<file path="config.mk">
export PLATFORM = sky130hd
export DESIGN_NAME = vote_tally_reader_flat
export DESIGN_NICKNAME = d
export VERILOG_FILES = /design/src/rtl/vote_tally_reader_pkg.sv /design/src/rtl/vote_tally_reader_if.sv /design/src/rtl/vote_tally_reader_winner_sel.sv /design/src/rtl/vote_tally_reader.sv /design/src/flat_wrapper.sv
export SDC_FILE = /design/constraint.sdc
export NUM_CORES = 1
export LEC_CHECK = 0
export BUFFER_PORTS_ARGS = -buffer_cell sky130_fd_sc_hd__buf_2
export CORE_MARGIN = 1
export CORE_UTILIZATION = 42
export CTS_BUF_LIST = sky130_fd_sc_hd__clkbuf_8
export CTS_CLUSTER_DIAMETER = 60
export CTS_CLUSTER_SIZE = 10
export DETAILED_ROUTE_END_ITERATION = 16
export HOLD_SLACK_MARGIN = 0.12
export SLEW_MARGIN = 15
export SYNTH_ARGS = -nofsm -noshare
export SYNTH_HDL_FRONTEND = slang
export SYNTH_HIERARCHICAL = 1
export SYNTH_SLANG_ARGS = --single-unit
</file>
<file path="constraint.sdc">
create_clock -name clock -period 7.9 [get_ports clock]
set_clock_uncertainty 0.15 [all_clocks]
set_input_delay 2.37 -clock clock [delete_from_list [all_inputs] [get_ports clock]]
set_output_delay 2.37 -clock clock [all_outputs]
set_load 0.03 [all_outputs]
</file>
<file path="src/rtl/vote_tally_reader_pkg.sv">
// Shared types and constants for the vote tally readout master.
package vote_pkg;

    localparam int COUNT_W  = 8;
    localparam int NUM_CAND = 4;
    localparam int TOTAL_W  = 10;

    typedef logic [COUNT_W-1:0] tally_t;

    typedef enum logic [2:0] {
        IDLE  = 3'd0,
        PRESS = 3'd1,
        GAP   = 3'd2,
        CALC  = 3'd3,
        DONE  = 3'd4
    } reader_state_e;

    // One-hot button pattern for the candidate index being read.
    function automatic logic [NUM_CAND-1:0] button_onehot(input logic [1:0] idx);
        logic [NUM_CAND-1:0] oh;
        oh = 4'b0000;
        case (idx)
            2'd0:    oh = 4'b0001;
            2'd1:    oh = 4'b0010;
            2'd2:    oh = 4'b0100;
            2'd3:    oh = 4'b1000;
            default: oh = 4'b0000;
        endcase
        return oh;
    endfunction

endpackage

</file>
<file path="src/rtl/vote_tally_reader_if.sv">
// Link between the readout master and the voting machine: mode, four
// buttons driven by the master, and the led count bus returned to it.
interface vote_tally_reader_if;

    logic                       mode_o;
    logic                       button1_o;
    logic                       button2_o;
    logic                       button3_o;
    logic                       button4_o;
    logic [vote_pkg::COUNT_W-1:0] led_i;

    modport master (
        output mode_o,
        output button1_o,
        output button2_o,
        output button3_o,
        output button4_o,
        input  led_i
    );

    modport slave (
        input  mode_o,
        input  button1_o,
        input  button2_o,
        input  button3_o,
        input  button4_o,
        output led_i
    );

endinterface

</file>
<file path="src/rtl/vote_tally_reader_winner_sel.sv">
// Combinational winner/tie selection over four tallies. Lowest index wins
// among equal maxima; tie flags two or more candidates on the maximum.
module vote_winner_sel
    import vote_pkg::*;
(
    input  tally_t      t0_i,
    input  tally_t      t1_i,
    input  tally_t      t2_i,
    input  tally_t      t3_i,
    output logic [1:0]  winner_o,
    output logic        tie_o
);

    tally_t     max_s;
    logic [2:0] nmax_s;

    // Strict greater-than keeps the earliest index on equal values.
    always_comb begin
        max_s    = t0_i;
        winner_o = 2'd0;
        if (t1_i > max_s) begin
            max_s    = t1_i;
            winner_o = 2'd1;
        end else begin
            max_s    = max_s;
        end
        if (t2_i > max_s) begin
            max_s    = t2_i;
            winner_o = 2'd2;
        end else begin
            max_s    = max_s;
        end
        if (t3_i > max_s) begin
            max_s    = t3_i;
            winner_o = 2'd3;
        end else begin
            max_s    = max_s;
        end
    end

    // Count how many candidates sit on the maximum.
    always_comb begin
        nmax_s = 3'd0;
        nmax_s = {2'b00, (t0_i == max_s)} + {2'b00, (t1_i == max_s)}
               + {2'b00, (t2_i == max_s)} + {2'b00, (t3_i == max_s)};
        tie_o  = (nmax_s >= 3'd2);
    end

endmodule

</file>
<file path="src/rtl/vote_tally_reader.sv">
// Result-readout master for the voting machine. Holds each candidate
// button in results mode, captures the led count, then registers total,
// winner and tie and pulses done.
// Optional build macro DOUBLE_SAMPLE_EN: adds a mid-hold led sample and
// raises err when it disagrees with the end-of-hold sample.
module vote_tally_reader
    import vote_pkg::*;
#(
    parameter int HOLD_CYCLES = 12,
    parameter int GAP_CYCLES  = 4
) (
    input  logic                 clock,
    input  logic                 reset,
    input  logic                 start,
    output logic                 busy,
    output logic                 done,
    output logic                 results_valid,
    vote_tally_reader_if.master  vm,
    output tally_t               tally1,
    output tally_t               tally2,
    output tally_t               tally3,
    output tally_t               tally4,
    output logic [TOTAL_W-1:0]   total,
    output logic [1:0]           winner,
    output logic                 tie,
    output logic                 err
);

    localparam logic [7:0] HOLD_LAST = 8'(HOLD_CYCLES - 1);
    localparam logic [7:0] GAP_LAST  = 8'(GAP_CYCLES - 1);

    reader_state_e         state_q, state_d;
    logic [1:0]            idx_q, idx_d;
    logic [7:0]            cnt_q, cnt_d;
    logic                  load_s;
    logic                  clear_s;
    logic                  mode_q, mode_d;
    logic [NUM_CAND-1:0]   btn_q, btn_d;
    logic                  busy_q, done_q, valid_q;
    tally_t                tally_q [NUM_CAND];
    logic [TOTAL_W-1:0]    total_q;
    logic [1:0]            winner_q, win_s;
    logic                  tie_q, tie_s;
    logic                  err_q;

    // Next-state logic: hold/gap sequencing over the four candidates.
    always_comb begin
        state_d = state_q;
        idx_d   = idx_q;
        cnt_d   = cnt_q;
        load_s  = 1'b0;
        clear_s = 1'b0;
        case (state_q)
            IDLE: begin
                if (start) begin
                    state_d = PRESS;
                    idx_d   = 2'd0;
                    cnt_d   = 8'd0;
                    clear_s = 1'b1;
                end else begin
                    state_d = IDLE;
                end
            end
            PRESS: begin
                if (cnt_q == HOLD_LAST) begin
                    load_s  = 1'b1;
                    cnt_d   = 8'd0;
                    state_d = GAP;
                end else begin
                    cnt_d   = cnt_q + 8'd1;
                end
            end
            GAP: begin
                if (cnt_q == GAP_LAST) begin
                    cnt_d = 8'd0;
                    if (idx_q != 2'd3) begin
                        idx_d   = idx_q + 2'd1;
                        state_d = PRESS;
                    end else begin
                        state_d = CALC;
                    end
                end else begin
                    cnt_d = cnt_q + 8'd1;
                end
            end
            CALC:    state_d = DONE;
            DONE:    state_d = IDLE;
            default: state_d = IDLE;
        endcase
    end

    // Machine-side outputs follow the state being entered so they are registered.
    always_comb begin
        mode_d = (state_d == PRESS) || (state_d == GAP);
        if (state_d == PRESS) begin
            btn_d = button_onehot(idx_d);
        end else begin
            btn_d = 4'b0000;
        end
    end

    // State register and control outputs; reset aborts and releases buttons.
    always_ff @(posedge clock or negedge reset) begin
        if (!reset) begin
            state_q <= IDLE;
            idx_q   <= 2'd0;
            cnt_q   <= 8'd0;
            mode_q  <= 1'b0;
            btn_q   <= 4'b0000;
            busy_q  <= 1'b0;
            done_q  <= 1'b0;
            valid_q <= 1'b0;
        end else begin
            state_q <= state_d;
            idx_q   <= idx_d;
            cnt_q   <= cnt_d;
            mode_q  <= mode_d;
            btn_q   <= btn_d;
            busy_q  <= (state_d != IDLE);
            done_q  <= (state_d == DONE);
            if (clear_s) begin
                valid_q <= 1'b0;
            end else if (state_d == DONE) begin
                valid_q <= 1'b1;
            end else begin
                valid_q <= valid_q;
            end
        end
    end

    // Tally capture at end of hold; summary registered during CALC.
    always_ff @(posedge clock or negedge reset) begin
        if (!reset) begin
            for (int i = 0; i < NUM_CAND; i++) begin
                tally_q[i] <= '0;
            end
            total_q  <= '0;
            winner_q <= 2'd0;
            tie_q    <= 1'b0;
        end else begin
            if (load_s) begin
                tally_q[idx_q] <= vm.led_i;
            end else begin
                tally_q[idx_q] <= tally_q[idx_q];
            end
            if (state_q == CALC) begin
                total_q  <= TOTAL_W'(tally_q[0]) + TOTAL_W'(tally_q[1])
                          + TOTAL_W'(tally_q[2]) + TOTAL_W'(tally_q[3]);
                winner_q <= win_s;
                tie_q    <= tie_s;
            end else begin
                total_q  <= total_q;
                winner_q <= winner_q;
                tie_q    <= tie_q;
            end
        end
    end

`ifdef DOUBLE_SAMPLE_EN
    localparam logic [7:0] MID_CNT = 8'(HOLD_CYCLES / 2);

    tally_t mid_q;
    tally_t mid_s;

    // With a two-cycle hold the mid point is the last cycle, so use led directly.
    always_comb begin
        if (cnt_q == MID_CNT) begin
            mid_s = vm.led_i;
        end else begin
            mid_s = mid_q;
        end
    end

    // Mid-hold sample and sticky mismatch flag, cleared on accepted start.
    always_ff @(posedge clock or negedge reset) begin
        if (!reset) begin
            mid_q <= '0;
            err_q <= 1'b0;
        end else begin
            if ((state_q == PRESS) && (cnt_q == MID_CNT)) begin
                mid_q <= vm.led_i;
            end else begin
                mid_q <= mid_q;
            end
            if (clear_s) begin
                err_q <= 1'b0;
            end else if (load_s && (mid_s != vm.led_i)) begin
                err_q <= 1'b1;
            end else begin
                err_q <= err_q;
            end
        end
    end
`else
    assign err_q = 1'b0;
`endif

    vote_winner_sel u_winner_sel (
        .t0_i     (tally_q[0]),
        .t1_i     (tally_q[1]),
        .t2_i     (tally_q[2]),
        .t3_i     (tally_q[3]),
        .winner_o (win_s),
        .tie_o    (tie_s)
    );

    assign busy          = busy_q;
    assign done          = done_q;
    assign results_valid = valid_q;
    assign vm.mode_o     = mode_q;
    assign vm.button1_o  = btn_q[0];
    assign vm.button2_o  = btn_q[1];
    assign vm.button3_o  = btn_q[2];
    assign vm.button4_o  = btn_q[3];
    assign tally1        = tally_q[0];
    assign tally2        = tally_q[1];
    assign tally3        = tally_q[2];
    assign tally4        = tally_q[3];
    assign total         = total_q;
    assign winner        = winner_q;
    assign tie           = tie_q;
    assign err           = err_q;

endmodule

</file>
<file path="src/flat_wrapper.sv">
// flat-port wrapper written by rule: the top's interface ports become plain ports
module vote_tally_reader_flat import vote_pkg::*;
#(
    parameter int HOLD_CYCLES = 12,
    parameter int GAP_CYCLES  = 4
)
  (clock, reset, start, busy, done, results_valid, tally1, tally2, tally3, tally4, total, winner, tie, err, vm_mode_o, vm_button1_o, vm_button2_o, vm_button3_o, vm_button4_o, vm_led_i);
  vote_tally_reader_if vm_i ();
  input  logic clock;
  input  logic reset;
  input  logic start;
  output logic busy;
  output logic done;
  output logic results_valid;
  output tally_t tally1;
  output tally_t tally2;
  output tally_t tally3;
  output tally_t tally4;
  output logic [TOTAL_W-1:0] total;
  output logic [1:0] winner;
  output logic tie;
  output logic err;
  output wire logic [$bits(vm_i.mode_o)-1:0] vm_mode_o;
  output wire logic [$bits(vm_i.button1_o)-1:0] vm_button1_o;
  output wire logic [$bits(vm_i.button2_o)-1:0] vm_button2_o;
  output wire logic [$bits(vm_i.button3_o)-1:0] vm_button3_o;
  output wire logic [$bits(vm_i.button4_o)-1:0] vm_button4_o;
  input wire logic [$bits(vm_i.led_i)-1:0] vm_led_i;
  assign vm_mode_o = vm_i.mode_o;
  assign vm_button1_o = vm_i.button1_o;
  assign vm_button2_o = vm_i.button2_o;
  assign vm_button3_o = vm_i.button3_o;
  assign vm_button4_o = vm_i.button4_o;
  assign vm_i.led_i = vm_led_i;
  vote_tally_reader #(.HOLD_CYCLES(HOLD_CYCLES), .GAP_CYCLES(GAP_CYCLES)) u_core (.clock(clock), .reset(reset), .start(start), .busy(busy), .done(done), .results_valid(results_valid), .vm(vm_i), .tally1(tally1), .tally2(tally2), .tally3(tally3), .tally4(tally4), .total(total), .winner(winner), .tie(tie), .err(err));
endmodule
</file>
==> reports/qor.csv <==
metric,value,unit
WS Path Type,reg -> reg,
# IOs,65,
FP Rows,41,
CTS Buf Count,9,
CP Max Fanout,15,
post-synthesis instance total,627,
Post-synth EDFFs,0,
CTS root buf,clkbuf_8,
sequential-to-total area share from yosys stat,0.293,
"Slowest-stage cell, CP",dfrtp_1,
total vias in the final route,4875,
Placement Cell Area,6000,µm²
CTS resizes,0,
Synth cell types,78,
highest routed layer,met4,
Syn. warnings,6,
Initial Utilization,0.438,
DIE WIDTH,118,µm
asr flop ratio synth,1.00,
Starting DRT DRC Count,349,
area of the die,13900,µm²
Clock transition at path regs,0.08,ns
Power Density,137,nW/µm²
WP data arrival,7.18,ns
Setup Viol. Count Final,0,
# placed instances,839,
Placer Congestion,0.934,
post-route cell area,6230,µm²
drt first pass iters,5,
Vert. Die Dim,118,µm
Mean Syn Cell Area,8.99,µm²
commonest register cell after synthesis,dfrtp_1,
VDD IR-drop max,0.0939,mV
total wire length,16.3,mm
minimum clock period,7.03,ns
post-route antenna net violation count,0,
initial antenna violation count,0,
status,"finished, final reports clean",
number of global-route vias before repair,4761,
met2 WL,7.90,mm
maxcap violations,0,
Area Overhead vs Synth,10.5,%
total grt overflow,0,
Post-CTS Hold Buffers,0,
port bufs,63,
"flops & latches, synth",66,
first-pass GRT wire length,25.8,mm
setup TNS,0,ns
Syn Nets,690,
CTS tree,done,
Yosys top cell by area,dfrtp_1,
"top cells by area, synth","dfrtp_1 (29%), ha_1 (8.0%), fa_1 (5.7%)",
fmax,142,MHz
drt via density,5.70,
Core ar.,12900,µm²
final std cells w/o fill,855,
final net count,741,
Global Route Usage Sum,0.239,
fraction of layout cells with a size suffix above 1,0.180,
crit path launch type,register,
# clock sinks,66,
Detail Placement HPWL,11.7,mm
required time of the critical path,8.04,ns
hold slack,0.333,ns
pin count of the biggest net entering global routing,67,
met1 WL,6.90,mm
Bufs on Longest Clock Path,2,
"Hold Vio Cnt, Final",0,
Worst Tran Pin Value,0.845,ns
final core occ,0.484,
Pleak,0.00306,µW
clk_lat worst skew,0.35,ns
postcts setup bufs,0,
Critical Path Sink Type,register,
H-tree Lvls,3,
Max Slew Vio Count,0,
fill cell count,1291,
met3 routed WL,1.00,mm
period utilisation layout,0.890,
"slowest stage delay, CP",0.64,ns
worst min path class,reg -> reg,
Post-Syn Area,5640,µm²
Synth top area share,0.293,
RSZ-0062 raised after global routing,no,
Most common cell on crit path,ha_1,
Slew headroom,0.436,
Residual DRC,0,
mean routed wirelength per cell,19.0,µm
Inserted Diodes,0,
synth_stat cells, types with 8 or more instances:
| master | number |
|---|---|
| nand2_1 | 68 |
| dfrtp_1 | 66 |
| inv_1 | 61 |
| ha_1 | 36 |
| a21oi_1 | 34 |
| o21ai_0 | 34 |
| xnor2_1 | 33 |
| nor2_1 | 25 |
| o21ai_1 | 19 |
| nand3_1 | 18 |
| clkbuf_1 | 17 |
| fa_1 | 16 |
| xor2_1 | 15 |
| a31oi_1 | 12 |
| and2_1 | 11 |
| mux2i_1 | 10 |
| nor2b_1 | 9 |
| mux4_2 | 8 |
routing by layer:
layer	vias up	global-route usage
li1	2295	-
met4	0	0.0962
met2	174	0.397
met5	-	0
met3	28	0.0383
met1	2378	0.309
final timing paths:
kind	to	slack (ns)	cells after the start	from
worst min-delay path	u_core/winner[1]	0.33	2	u_core/winner[1]
max in group asynchronous	u_core/cnt_q[3]	5.00	2	reset
worst max register to register	u_core/tie	0.87	29	u_core/tally1[5]
min in group asynchronous	u_core/btn_q[0]	2.05	2	reset
worst min register to register	u_core/winner[1]	0.33	2	u_core/winner[1]
worst max-delay path	u_core/tie	0.87	29	u_core/tally1[5]
power breakdown:
group | switching, µW | internal, µW | leakage (µW)
clock network | 145 | 180 | 0.000110
registers | 24.8 | 343 | 0.000795
logic | 93.9 | 66.4 | 0.00216
total | 264 | 590 | 0.00306
flip-flops by register name, summed over array words and instances, names as in the netlist:
register and flops:
u_core/btn_q 4, u_core/busy 1, u_core/cnt_q 8, u_core/done 1
u_core/idx_q 2, u_core/results_valid 1, u_core/state_q 3, u_core/tally1 8
u_core/tally2 8, u_core/tally3 8, u_core/tally4 8, u_core/tie 1
u_core/total 10, u_core/vm.mode_o 1, u_core/winner 2
critical path: cells and delay by family, from the launching register on:
family / cells / cell delay (ns)
compound gates: 10 / 1.94
xor+xnor: 1 / 0.09
fa+ha+maj: 5 / 1.50
buf+inv: 3 / 0.47
flops: 1 / 0.64
mux: 1 / 0.23
simple gates: 9 / 1.95
kinds of logic (layout without fill, tap and decap cells):
logic type      count (synthesis)  in the layout  synth area share
mux                            20             20            0.0537
simple gates                  186            186             0.175
other cells                     1              1          0.000665
fa+ha+maj                      53             53             0.138
compound gates                160            160             0.184
buf+inv                        93            149            0.0806
xor+xnor                       48             48            0.0746
flops                          66             66             0.293
placed cells by master, fill, tap and decap left out, types with 4 or more instances in the layout:
cell type / n
o31ai_1: 7
nand2_1: 68
clkbuf_8: 9
buf_2: 63
a31oi_1: 12
inv_1: 61
nand3_1: 18
and2_1: 11
a211oi_1: 4
and3_1: 6
buf_4: 7
xor2_1: 15
nor3_1: 7
mux4_2: 8
mux2i_1: 10
nand4_1: 7
o21ai_0: 34
o21ai_2: 7
nand2b_1: 5
o21ai_1: 19
a21oi_1: 34
fa_1: 16
ha_1: 36
xnor2_1: 33
nor2b_1: 9
a21o_1: 5
nor2_1: 25
o21a_1: 7
dfrtp_1: 66
layout make-up:
type	instances	area [µm²]	share of cell area
multi-input cells	468	3530	0.567
flip-flops and latches	66	1650	0.265
repair buffers	70	368	0.0590
inverters	63	236	0.0380
well taps	172	215	0.0345
clock buffers	9	124	0.0199
clock inverters	7	103	0.0165
through the flow:
stage / worst slack [ns] / power, µW
finish: 0.865 / 854
global route: 0.226 / 899
CTS: 0.937 / 864
detailed placement: 0.981 / 535
global placement: 1.09 / 531
floorplan: 1.40 / 482
(Power assumes the default switching activity.)
